[src/rtl/isla_delay_cal_ctrl.sv]
// rtl/isla_delay_cal_ctrl.sv - ISLA lane IDELAY tap sweep/centring sequencer with manual load arbitration
module isla_delay_cal_ctrl #(
  parameter int G_SETTLE_CYCLES = 16,
  parameter int G_SAMPLE_CYCLES = 256,
  parameter int G_MIN_WINDOW    = 4
) (
  input  logic        sys_clk,
  input  logic        rst_n,
  input  logic        cal_start_i,
  input  logic        man_req_i,
  input  logic [7:0]  man_lane_sel_i,
  input  logic [4:0]  man_tap_i,
  input  logic [7:0]  pattern_ok_i,
  input  logic        delay_rdy_i,
  output logic [4:0]  delay_reg_o,
  output logic [7:0]  delay_select_o,
  output logic        delay_load_o,
  output logic        man_ack_o,
  output logic        cal_busy_o,
  output logic        cal_done_o,
  output logic        cal_fail_o,
  output logic [7:0]  lane_fail_o,
  output logic [39:0] lane_tap_o
);

  // One counter serves the load sub-cycles, settle, sample and the 32-step scan.
  localparam int MAX_A = (G_SAMPLE_CYCLES > G_SETTLE_CYCLES) ? G_SAMPLE_CYCLES : G_SETTLE_CYCLES;
  localparam int MAX_C = (MAX_A > 32) ? MAX_A : 32;
  localparam int CW    = $clog2(MAX_C + 1);

  localparam logic [CW-1:0] C_LAST_LD  = CW'(4);
  localparam logic [CW-1:0] C_LAST_SET = CW'(G_SETTLE_CYCLES - 1);
  localparam logic [CW-1:0] C_LAST_SMP = CW'(G_SAMPLE_CYCLES - 1);
  localparam logic [CW-1:0] C_LAST_EVL = CW'(31);
  localparam logic [5:0]    MIN_LEN    = 6'(G_MIN_WINDOW);

  typedef enum logic [3:0] {
    S_IDLE, S_WAIT_RDY, S_LOAD, S_SETTLE, S_SAMPLE,
    S_NEXT, S_EVAL, S_FINAL_LOAD, S_DONE, S_MAN_LOAD
  } state_t;

  state_t        state_q, state_d;
  logic [CW-1:0] cnt_q, cnt_d;
  logic [2:0]    lane_q, lane_d;
  logic [4:0]    tap_q, tap_d;
  logic          ok_q, ok_d;
  logic [31:0]   pass_map_q, pass_map_d;
  logic [4:0]    cur_start_q, cur_start_d;
  logic [5:0]    cur_len_q, cur_len_d;
  logic [4:0]    best_start_q, best_start_d;
  logic [5:0]    best_len_q, best_len_d;
  logic [4:0]    reg_q, reg_d;
  logic [7:0]    sel_q, sel_d;
  logic          load_q, load_d;
  logic          ack_q, ack_d;
  logic          busy_q, busy_d;
  logic          done_q, done_d;
  logic          fail_q, fail_d;
  logic [7:0]    lane_fail_q, lane_fail_d;
  logic [39:0]   lane_tap_q, lane_tap_d;

  logic          scan_bit;
  logic [5:0]    run_len, win_len;
  logic [4:0]    run_start, win_start, win_tap;
  logic          ok_now;
  logic [7:0]    lane_onehot, next_onehot;

  assign delay_reg_o    = reg_q;
  assign delay_select_o = sel_q;
  assign delay_load_o   = load_q;
  assign man_ack_o      = ack_q;
  assign cal_busy_o     = busy_q;
  assign cal_done_o     = done_q;
  assign cal_fail_o     = fail_q;
  assign lane_fail_o    = lane_fail_q;
  assign lane_tap_o     = lane_tap_q;

  // State and all registered outputs; reset drops the load strobe immediately.
  always_ff @(posedge sys_clk or negedge rst_n) begin
    if (!rst_n) begin
      state_q      <= S_IDLE;
      cnt_q        <= '0;
      lane_q       <= '0;
      tap_q        <= '0;
      ok_q         <= 1'b0;
      pass_map_q   <= '0;
      cur_start_q  <= '0;
      cur_len_q    <= '0;
      best_start_q <= '0;
      best_len_q   <= '0;
      reg_q        <= '0;
      sel_q        <= '0;
      load_q       <= 1'b0;
      ack_q        <= 1'b0;
      busy_q       <= 1'b0;
      done_q       <= 1'b0;
      fail_q       <= 1'b0;
      lane_fail_q  <= '0;
      lane_tap_q   <= '0;
    end else begin
      state_q      <= state_d;
      cnt_q        <= cnt_d;
      lane_q       <= lane_d;
      tap_q        <= tap_d;
      ok_q         <= ok_d;
      pass_map_q   <= pass_map_d;
      cur_start_q  <= cur_start_d;
      cur_len_q    <= cur_len_d;
      best_start_q <= best_start_d;
      best_len_q   <= best_len_d;
      reg_q        <= reg_d;
      sel_q        <= sel_d;
      load_q       <= load_d;
      ack_q        <= ack_d;
      busy_q       <= busy_d;
      done_q       <= done_d;
      fail_q       <= fail_d;
      lane_fail_q  <= lane_fail_d;
      lane_tap_q   <= lane_tap_d;
    end
  end

  // Next-state, datapath and next-output decode.
  always_comb begin
    state_d      = state_q;
    cnt_d        = cnt_q;
    lane_d       = lane_q;
    tap_d        = tap_q;
    ok_d         = ok_q;
    pass_map_d   = pass_map_q;
    cur_start_d  = cur_start_q;
    cur_len_d    = cur_len_q;
    best_start_d = best_start_q;
    best_len_d   = best_len_q;
    reg_d        = reg_q;
    sel_d        = sel_q;
    ack_d        = 1'b0;
    busy_d       = busy_q;
    done_d       = 1'b0;
    fail_d       = fail_q;
    lane_fail_d  = lane_fail_q;
    lane_tap_d   = lane_tap_q;

    lane_onehot = 8'b1 << lane_q;
    next_onehot = 8'b1 << (lane_q + 3'd1);
    ok_now      = ok_q & pattern_ok_i[lane_q];

    // Streaming longest-run scan: strict '>' keeps the earliest run on ties.
    scan_bit  = pass_map_q[cnt_q[4:0]];
    run_len   = scan_bit ? (cur_len_q + 6'd1) : 6'd0;
    run_start = (scan_bit && (cur_len_q == 6'd0)) ? cnt_q[4:0] : cur_start_q;
    if (run_len > best_len_q) begin
      win_len   = run_len;
      win_start = run_start;
    end else begin
      win_len   = best_len_q;
      win_start = best_start_q;
    end
    win_tap = (win_len >= MIN_LEN) ? (win_start + 5'((win_len - 6'd1) >> 1)) : 5'd0;

    case (state_q)
      S_IDLE: begin
        // While the ack pulse is out the host still holds man_req_i; don't re-accept it.
        if (man_req_i && !ack_q) begin
          state_d = S_MAN_LOAD;
          cnt_d   = '0;
          sel_d   = man_lane_sel_i;
          reg_d   = man_tap_i;
        end else if (cal_start_i) begin
          state_d     = S_WAIT_RDY;
          busy_d      = 1'b1;
          lane_d      = '0;
          lane_fail_d = '0;
          fail_d      = 1'b0;
          lane_tap_d  = '0;
        end
      end
      S_WAIT_RDY: begin
        if (delay_rdy_i) begin
          state_d = S_LOAD;
          cnt_d   = '0;
          tap_d   = '0;
          reg_d   = '0;
          sel_d   = lane_onehot;
        end
      end
      S_LOAD: begin
        if (cnt_q == C_LAST_LD) begin
          state_d = S_SETTLE;
          cnt_d   = '0;
          sel_d   = '0;
        end else begin
          cnt_d = cnt_q + CW'(1);
        end
      end
      S_SETTLE: begin
        if (cnt_q == C_LAST_SET) begin
          state_d = S_SAMPLE;
          cnt_d   = '0;
          ok_d    = 1'b1;
        end else begin
          cnt_d = cnt_q + CW'(1);
        end
      end
      S_SAMPLE: begin
        ok_d = ok_now;
        if (cnt_q == C_LAST_SMP) begin
          pass_map_d[tap_q] = ok_now;
          state_d           = S_NEXT;
          cnt_d             = '0;
        end else begin
          cnt_d = cnt_q + CW'(1);
        end
      end
      S_NEXT: begin
        cnt_d = '0;
        if (tap_q != 5'd31) begin
          state_d = S_LOAD;
          tap_d   = tap_q + 5'd1;
          reg_d   = tap_q + 5'd1;
          sel_d   = lane_onehot;
        end else begin
          state_d      = S_EVAL;
          cur_start_d  = '0;
          cur_len_d    = '0;
          best_start_d = '0;
          best_len_d   = '0;
        end
      end
      S_EVAL: begin
        cur_len_d    = run_len;
        cur_start_d  = run_start;
        best_len_d   = win_len;
        best_start_d = win_start;
        if (cnt_q == C_LAST_EVL) begin
          lane_tap_d[int'(lane_q)*5 +: 5] = win_tap;
          lane_fail_d[lane_q]             = (win_len < MIN_LEN);
          state_d = S_FINAL_LOAD;
          cnt_d   = '0;
          reg_d   = win_tap;
          sel_d   = lane_onehot;
        end else begin
          cnt_d = cnt_q + CW'(1);
        end
      end
      S_FINAL_LOAD: begin
        if (cnt_q == C_LAST_LD) begin
          cnt_d = '0;
          if (lane_q != 3'd7) begin
            state_d = S_LOAD;
            lane_d  = lane_q + 3'd1;
            tap_d   = '0;
            reg_d   = '0;
            sel_d   = next_onehot;
          end else begin
            state_d = S_DONE;
            sel_d   = '0;
            done_d  = 1'b1;
            busy_d  = 1'b0;
            fail_d  = |lane_fail_q;
          end
        end else begin
          cnt_d = cnt_q + CW'(1);
        end
      end
      S_DONE: begin
        state_d = S_IDLE;
      end
      S_MAN_LOAD: begin
        if (cnt_q == C_LAST_LD) begin
          state_d = S_IDLE;
          cnt_d   = '0;
          sel_d   = '0;
          ack_d   = 1'b1;
        end else begin
          cnt_d = cnt_q + CW'(1);
        end
      end
      default: begin
        state_d = S_IDLE;
        cnt_d   = '0;
        sel_d   = '0;
      end
    endcase

    // Strobe is high on sub-cycles 1..2 of any load sequence that selects at least one lane.
    load_d = ((state_d == S_LOAD) || (state_d == S_FINAL_LOAD) || (state_d == S_MAN_LOAD)) &&
             ((cnt_d == CW'(1)) || (cnt_d == CW'(2))) && (sel_d != 8'd0);
  end

endmodule

[config.mk]
export PLATFORM = sky130hd
export DESIGN_NAME = isla_delay_cal_ctrl
export DESIGN_NICKNAME = d
export VERILOG_FILES = /design/src/rtl/isla_delay_cal_ctrl.sv
export SDC_FILE = /design/constraint.sdc
export NUM_CORES = 1
export LEC_CHECK = 0
export CAP_MARGIN = 10
export CORE_ASPECT_RATIO = 1.25
export CORE_MARGIN = 5
export CORE_UTILIZATION = 45
export CTS_BUF_LIST = sky130_fd_sc_hd__clkbuf_8
export CTS_CLUSTER_DIAMETER = 80
export CTS_CLUSTER_SIZE = 24
export DETAILED_ROUTE_END_ITERATION = 10
export MAX_ROUTING_LAYER = met4
export PLACE_DENSITY = 0.74
export SLEW_MARGIN = 20
export SYNTH_ARGS = -nofsm -noshare
export SYNTH_HDL_FRONTEND = slang
export SYNTH_SLANG_ARGS = --single-unit
[constraint.sdc]
create_clock -name sys_clk -period 9.3 [get_ports sys_clk]
set_clock_uncertainty 0.1 [all_clocks]
set_input_delay 1.86 -clock sys_clk [delete_from_list [all_inputs] [get_ports sys_clk]]
set_output_delay 1.86 -clock sys_clk [all_outputs]
set_load 0.02 [all_outputs]
# Word level (Yosys, flattened, before mapping)
# Cells that the tools add are included.
[totals]
mem_count = 0
ramBits = 0
latchBits = 0
rom_bits = 0
ff_bits = 142
elab_cells = 189
output_inout_bits = 66
inputBits = 26
[classes]
eq_ne = 31
mul = 1
div = 0
magnitude_cmp = 8
n_bitwise = 1
n_mux = 87
n_addsub = 7
n_shift = 4
n_reduce_logical = 31
[op_table]
columns = ["op", "count"]
rows = [
  ["2-to-1 mux 40 bit", 3],
  ["2-to-1 mux 8 bit", 10],
  ["one-hot mux 40 bit (2 select lines)", 1],
  ["one-hot mux 9 bit (7 select lines)", 1],
  ["one-hot mux 8 bit (7 select lines)", 1],
  ["2-to-1 mux 9 bit", 6],
  ["2-to-1 mux 5 bit", 10],
  ["bitwise mux 40 bit", 1],
  ["2-to-1 mux 4 bit", 10],
  ["variable shift 5 x 33 -> 40 bit, first input constant", 1],
  ["indexed part select 5 x 33 -> 40 bit", 1],
  ["one-hot mux 4 bit (9 select lines)", 1],
  ["negation 6 -> 33 bit", 1],
  ["bitwise mux 32 bit", 1],
  ["one-hot mux 5 bit (5 select lines)", 1],
  ["one-hot mux 6 bit (2 select lines)", 2],
  ["!= test 2 bit, second input constant", 11],
  ["== test 4 x 3 -> 1 bit, second input constant", 5],
  ["one-hot mux 5 bit (2 select lines)", 2],
  ["2-to-1 mux 1 bit", 18],
  ["2-to-1 mux 6 bit", 3],
  ["one-hot mux 8 bit (2 select lines)", 1],
  ["left shift 1 x 3 -> 8 bit, first input constant", 2],
  ["2-to-1 mux 3 bit", 5],
  ["50 further kinds", 72],
]

# Longest topological paths before layout
[logic_depth]
ltp_word = 12
mapped_depth = 30
mapped_depth_nobuf = 24

# Worst setup path after synthesis
# No wires, ideal clock.
[synth_timing]
path_kind = "flip-flop to flip-flop"
start = "register cnt_q[0]"
end = "register lane_tap_q[19] (netlist: lane_tap_o[19])"
arrival_ns = 6.594
stages_incl_launch_ff = 28
path_buffers = 5
synth_period_minus_slack_ns = 6.852
path_slack_ns = 2.448
path_cell_list = "dfrtp_1 > buf_2 > buf_2 > mux4_2 > mux2i_1 > o2111a_1 > buf_2 > nor2_1 > clkbuf_1 > and2_1 > ha_1 > nor2b_1 > o211ai_1 > a21oi_1 > o31a_1 > o41ai_4 > buf_2 > mux2i_1 > ha_1 > or3b_2 > xnor2_1 > mux2i_1 > ha_1 > a21oi_1 > o21ai_0 > nor3b_1 > a311oi_1 > o31ai_1"
[synth_via]
elab_chain_cells = 12
[synth_rtl]
columns = ["element", "line_no", "source"]
rows = [
  ["start, declared", "43", "logic [CW-1:0] cnt_q, cnt_d;"],
  ["start signal, assigned", "102", "cnt_q <= cnt_d;"],
  ["binary-select mux 1 bit (select 5 bit)", "149", "scan_bit = pass_map_q[cnt_q[4:0]];"],
  ["2-to-1 mux 1 bit (not written as such)", "149", ""],
  ["2-to-1 mux 6 bit", "150", "run_len = scan_bit ? (cur_len_q + 6'd1) : 6'd0;"],
  ["greater-than comparator 6 bit", "152", "if (run_len > best_len_q) begin"],
  ["2-to-1 mux 6 bit", "152", ""],
  ["subtractor 6 x 1 -> 6 bit", "159", "win_tap = (win_len >= MIN_LEN) ? (win_start + 5'((win_len - 6'd1) >> 1)) : 5'd0;"],
  ["adder 5 bit", "159", ""],
  ["2-to-1 mux 5 bit", "159", ""],
  ["indexed part select 5 x 33 -> 40 bit", "236", "lane_tap_d[int'(lane_q)*5 +: 5] = win_tap;"],
  ["bitwise mux 40 bit", "236", ""],
  ["2-to-1 mux 40 bit", "235", "if (cnt_q == C_LAST_EVL) begin"],
  ["one-hot mux 40 bit (2 select lines)", "161", "case (state_q)"],
  ["end signal, assigned", "119", "lane_tap_q <= lane_tap_d;"],
  ["end, declared", "60", "logic [39:0] lane_tap_q, lane_tap_d;"],
]
# Several ways; a longest one is shown, not always the timed one. The select of a mux whose other input is x is not followed.
# A chain may end at the register's enable or synchronous reset.

# Final worst setup path
[layout_timing]
start = "register cnt_q[0]"
end = "register lane_tap_q[14] (netlist: lane_tap_o[14])"
# The elaborated chain is that of the path after synthesis.

==> metrics.log <==
[metrics] result of the run: finished, final reports clean
[metrics] count of synthesis-stage warnings from yosys: 0
[metrics] Worst Hold End: cur_start_q[3]
[metrics] peak clock frequency supported by timing: 135 MHz
[metrics] Post-Synthesis Mean Instance Area: 9.84 um2
[metrics] Cell Rows: 56
[metrics] Hold Crit Depth: 1
[metrics] Vert. Die Dim: about 160 um
[metrics] count of input and output buffers: 91
[metrics] leading cell types by total area after synthesis: dfrtp_1 (42%), mux2_2 (6.3%), a32o_1 (4.7%)
[metrics] area grow syn2layout: 17.3%
[metrics] fraction of power spent switching nets: 27.7%
[metrics] arrival time of data at the critical path endpoint: 7650 ps
[metrics] flops & latches, synth: 142
[metrics] Max Buffers Root-to-Sink: 2
[metrics] CP startpoint kind: register
[metrics] # Post-CTS Setup Buffers: 0
[metrics] number of hold violations in the final report: 0
[metrics] maximum number of pins on one net before global-route repair: 77
[metrics] vias in the first global route: between 7000 and 8000
[metrics] die area: 0.0216 mm2
[metrics] number of antenna violations at the first check in global routing: 0
[metrics] sequential cell fraction of total power: 53.3%
[metrics] crit path kind: register to register
[metrics] Worst R2R Start: cnt_q[0]
[metrics] cell-internal power: 0.852 mW
[metrics] fraction of layout instances using a drive strength above 1: 12.3%
[metrics] setup repair after global routing missed its margin: false
[metrics] number of instances in the synthesized netlist: 857
[metrics] count of placed standard cells including taps: 1132
[metrics] per-cell routed wire length: 20.3 um
[metrics] hold buffer count at CTS: 0
[metrics] total of cells resized after clock tree synthesis: 0
[metrics] Final period util: 79.6%
[metrics] drt pass-1 iters: 5
[metrics] critical path data required time: between 9000 and 10000 ps
[metrics] remaining global-route overflow: 0
[metrics] total clock buffers created by CTS: 17
[metrics] fin nets: 977
[metrics] origin of the worst min-delay path: cur_start_q[3]
[metrics] transition at the pin with the smallest max-transition slack: 1060 ps
[metrics] Clock Tree Root: clkbuf_8
[metrics] vias per cell: 6.17
[metrics] diode insertion count for antenna repair: 0
[metrics] post-synth design cell area: 0.00843 mm2
[metrics] CTS tree: yes
[metrics] via total after detailed routing: 7179
[metrics] routability congestion estimate: 0.948
[metrics] power per cell area: 119 mW/mm2
[metrics] clock transition at the registers of the reported paths: 80 ps
[metrics] placeable core area: ~0.019 mm2
[metrics] area share of the largest cell type after synthesis: between 40% and 50%
[metrics] sequential share of the synthesized area: 42.1%
[metrics] all-layer global routing usage: 22.8%
[metrics] combinational cell fraction of total power: 7.6%
[metrics] P_leak: 4.21 nW
[metrics] Worst Path Max Fanout: 17
[metrics] post-synth top area cell: dfrtp_1
[metrics] final critical path time including I/O delays and setup: 7400 ps
[metrics] most frequent cell after synthesis: dfrtp_1
[metrics] H-tree levels: 4
[metrics] Setup violations, final: 0
[metrics] detailed placer's ending HPWL: between 15 and 20 mm
[metrics] post-synthesis cell type count: 71
[metrics] setup TNS: 0 ps
[metrics] starting utilization of the core area: 45.2%
[metrics] count of clock tree sinks: roughly 140
[metrics] clock latency on the worst-skew pair: about 460 ps
[metrics] VDD IR-drop max: 81.9 uV
[metrics] most frequent cells after synthesis: dfrtp_1 (142), nand2_1 (100), o21ai_0 (54), clkbuf_1 (49), mux2_2 (47)
[metrics] worst min-delay path class: register to register
[metrics] relative contribution of the clock network to total power: 39.1%
[metrics] kind of end point of the critical path: register
[metrics] final routed wirelength across all metal layers: ~24 mm
[metrics] worst reg2reg endpoint: lane_tap_o[14]
[metrics] number of enable flip-flop cells after synthesis: 0
[metrics] count of pins over their slew limit: 0
[metrics] switching pwr: 0.326 mW
[metrics] primary flip-flop cell chosen by synthesis mapping: dfrtp_1
[metrics] filler-free cell count of the finished design: 1164
[metrics] Initial DRC Count: ~570
[metrics] Reg2Reg Setup Slack: 1900 ps
[metrics] reg2reg path depth: 25
[metrics] asr flop ratio synth: 100%
[metrics] DRC errors left: 0
[metrics] wire length of the first global-routing pass: 38.6 mm
[metrics] Mapped Nets: 915
[metrics] chip width: around 130 um
[metrics] headroom to the max-slew limit: 29.1%
[metrics] maximum capacitance violations: 0
[metrics] I/O pin total: 92
[metrics] Routed Antenna Nets: 0
-- how the worst max path moves through the flow --
stage / startpoint / endpoint / slack [ps] / depth (start not counted)
6_report: cnt_q[0] / lane_tap_o[14] / 1900 / 25
5_1_grt: cnt_q[0] / lane_tap_o[14] / 1420 / 25
4_1_cts: cnt_q[0] / lane_tap_o[14] / 1920 / 25
3_5_place_dp: cnt_q[0] / lane_tap_o[14] / 1950 / 25
3_3_place_gp: cnt_q[0] / lane_tap_o[9] / 2210 / 25
2_1_floorplan: cnt_q[0] / lane_tap_o[19] / 2450 / 27
-- cell type report --
type	count	area [um2]
fillers	1662	8740
multi-input cells	623	4570
flip-flops and latches	142	3550
repair buffers	103	1000
well taps	232	290
clock buffers	17	234
clock inverters	15	128
inverters	32	120
-- cell usage in the layout (no fill, tap or decap), types with 18 or more instances in the layout --
master and count:
and3_1 18, a32o_1 40, inv_1 33, nand2_1 100
nor3_1 24, ha_1 31, nor2_1 38, dfrtp_1 142
nand3_1 19, a21oi_1 33, clkdlybuf4s50_1 90, mux2_2 47
o21ai_0 54
-- flip-flops by register name, summed over array words and instances, names as in the netlist --
name	flops
lane_tap_o	40
delay_reg_o	5
cal_done_o	1
delay_select_o	8
cur_start_q	5
pass_map_q	32
tap_q	5
man_ack_o	1
ok_q	1
cur_len_q	6
lane_fail_o	8
best_start_q	5
delay_load_o	1
best_len_q	6
state_q	4
cal_fail_o	1
lane_q	3
cnt_q	9
cal_busy_o	1
-- routing by layer --
layer | global-route usage [%] | wire (um)
met1 | 28.7 | 9990
met2 | 37.1 | 11800
met3 | 3.67 | 1130
met4 | 9.40 | 651
met5 | - | 0
-- worst max-delay path, cell delays in order, from the launching register on --
cell and delay, ps:
dfrtp_1 780, mux4_2 600, mux4_2 540, nor2_4 210
nor2_1 220, and2_1 270, ha_1 280, nor2b_1 130
o211ai_1 260, a21oi_1 70, o31a_1 310, o41ai_4 200
buf_4 310, mux2i_1 280, ha_1 250, or3b_2 480
xnor2_1 150, mux2i_1 90, ha_1 310, a21oi_1 300
xnor2_1 220, nand3_1 110, o21ai_0 90, a21oi_1 100
and2_1 270, o41ai_1 340
-- metrics by stage --
| stage | hold slack, ps | setup slack, ps | util (%) | area [um2] | power [mW] |
|---|---|---|---|---|---|
| final | 391 | 1900 | 53.1 | 9890 | 1.18 |
| after floorplan | 350 | 2450 | - | 8430 | 0.684 |
| after global routing | 425 | 1420 | 53.1 | 9890 | 1.23 |
| after global placement | 371 | 2210 | 51.1 | 9520 | 0.728 |
| after CTS | 398 | 1920 | 53.0 | 9880 | 1.19 |
| after detailed placement | 376 | 1950 | 51.1 | 9520 | 0.729 |
-- kinds of logic after synthesis --
group           count (synthesis)  synth area share, %
compound gates                227                 20.1
xor+xnor                       18                 2.03
fa+ha+maj                      33                 4.96
buf+inv                        92                 4.22
flops                         142                 42.1
mux                            65                 9.60
simple gates                  280                 17.0
-- power by group through the flow --
stage                     clock, mW  combinational (mW)  sequential (mW)
after floorplan                   0              0.0458            0.638
after global placement            0              0.0876            0.640
after detailed placement          0              0.0896            0.640
after CTS                     0.475              0.0901            0.628
after global routing          0.501              0.0980            0.629
final                         0.460              0.0898            0.628
(Power assumes the default switching activity.)
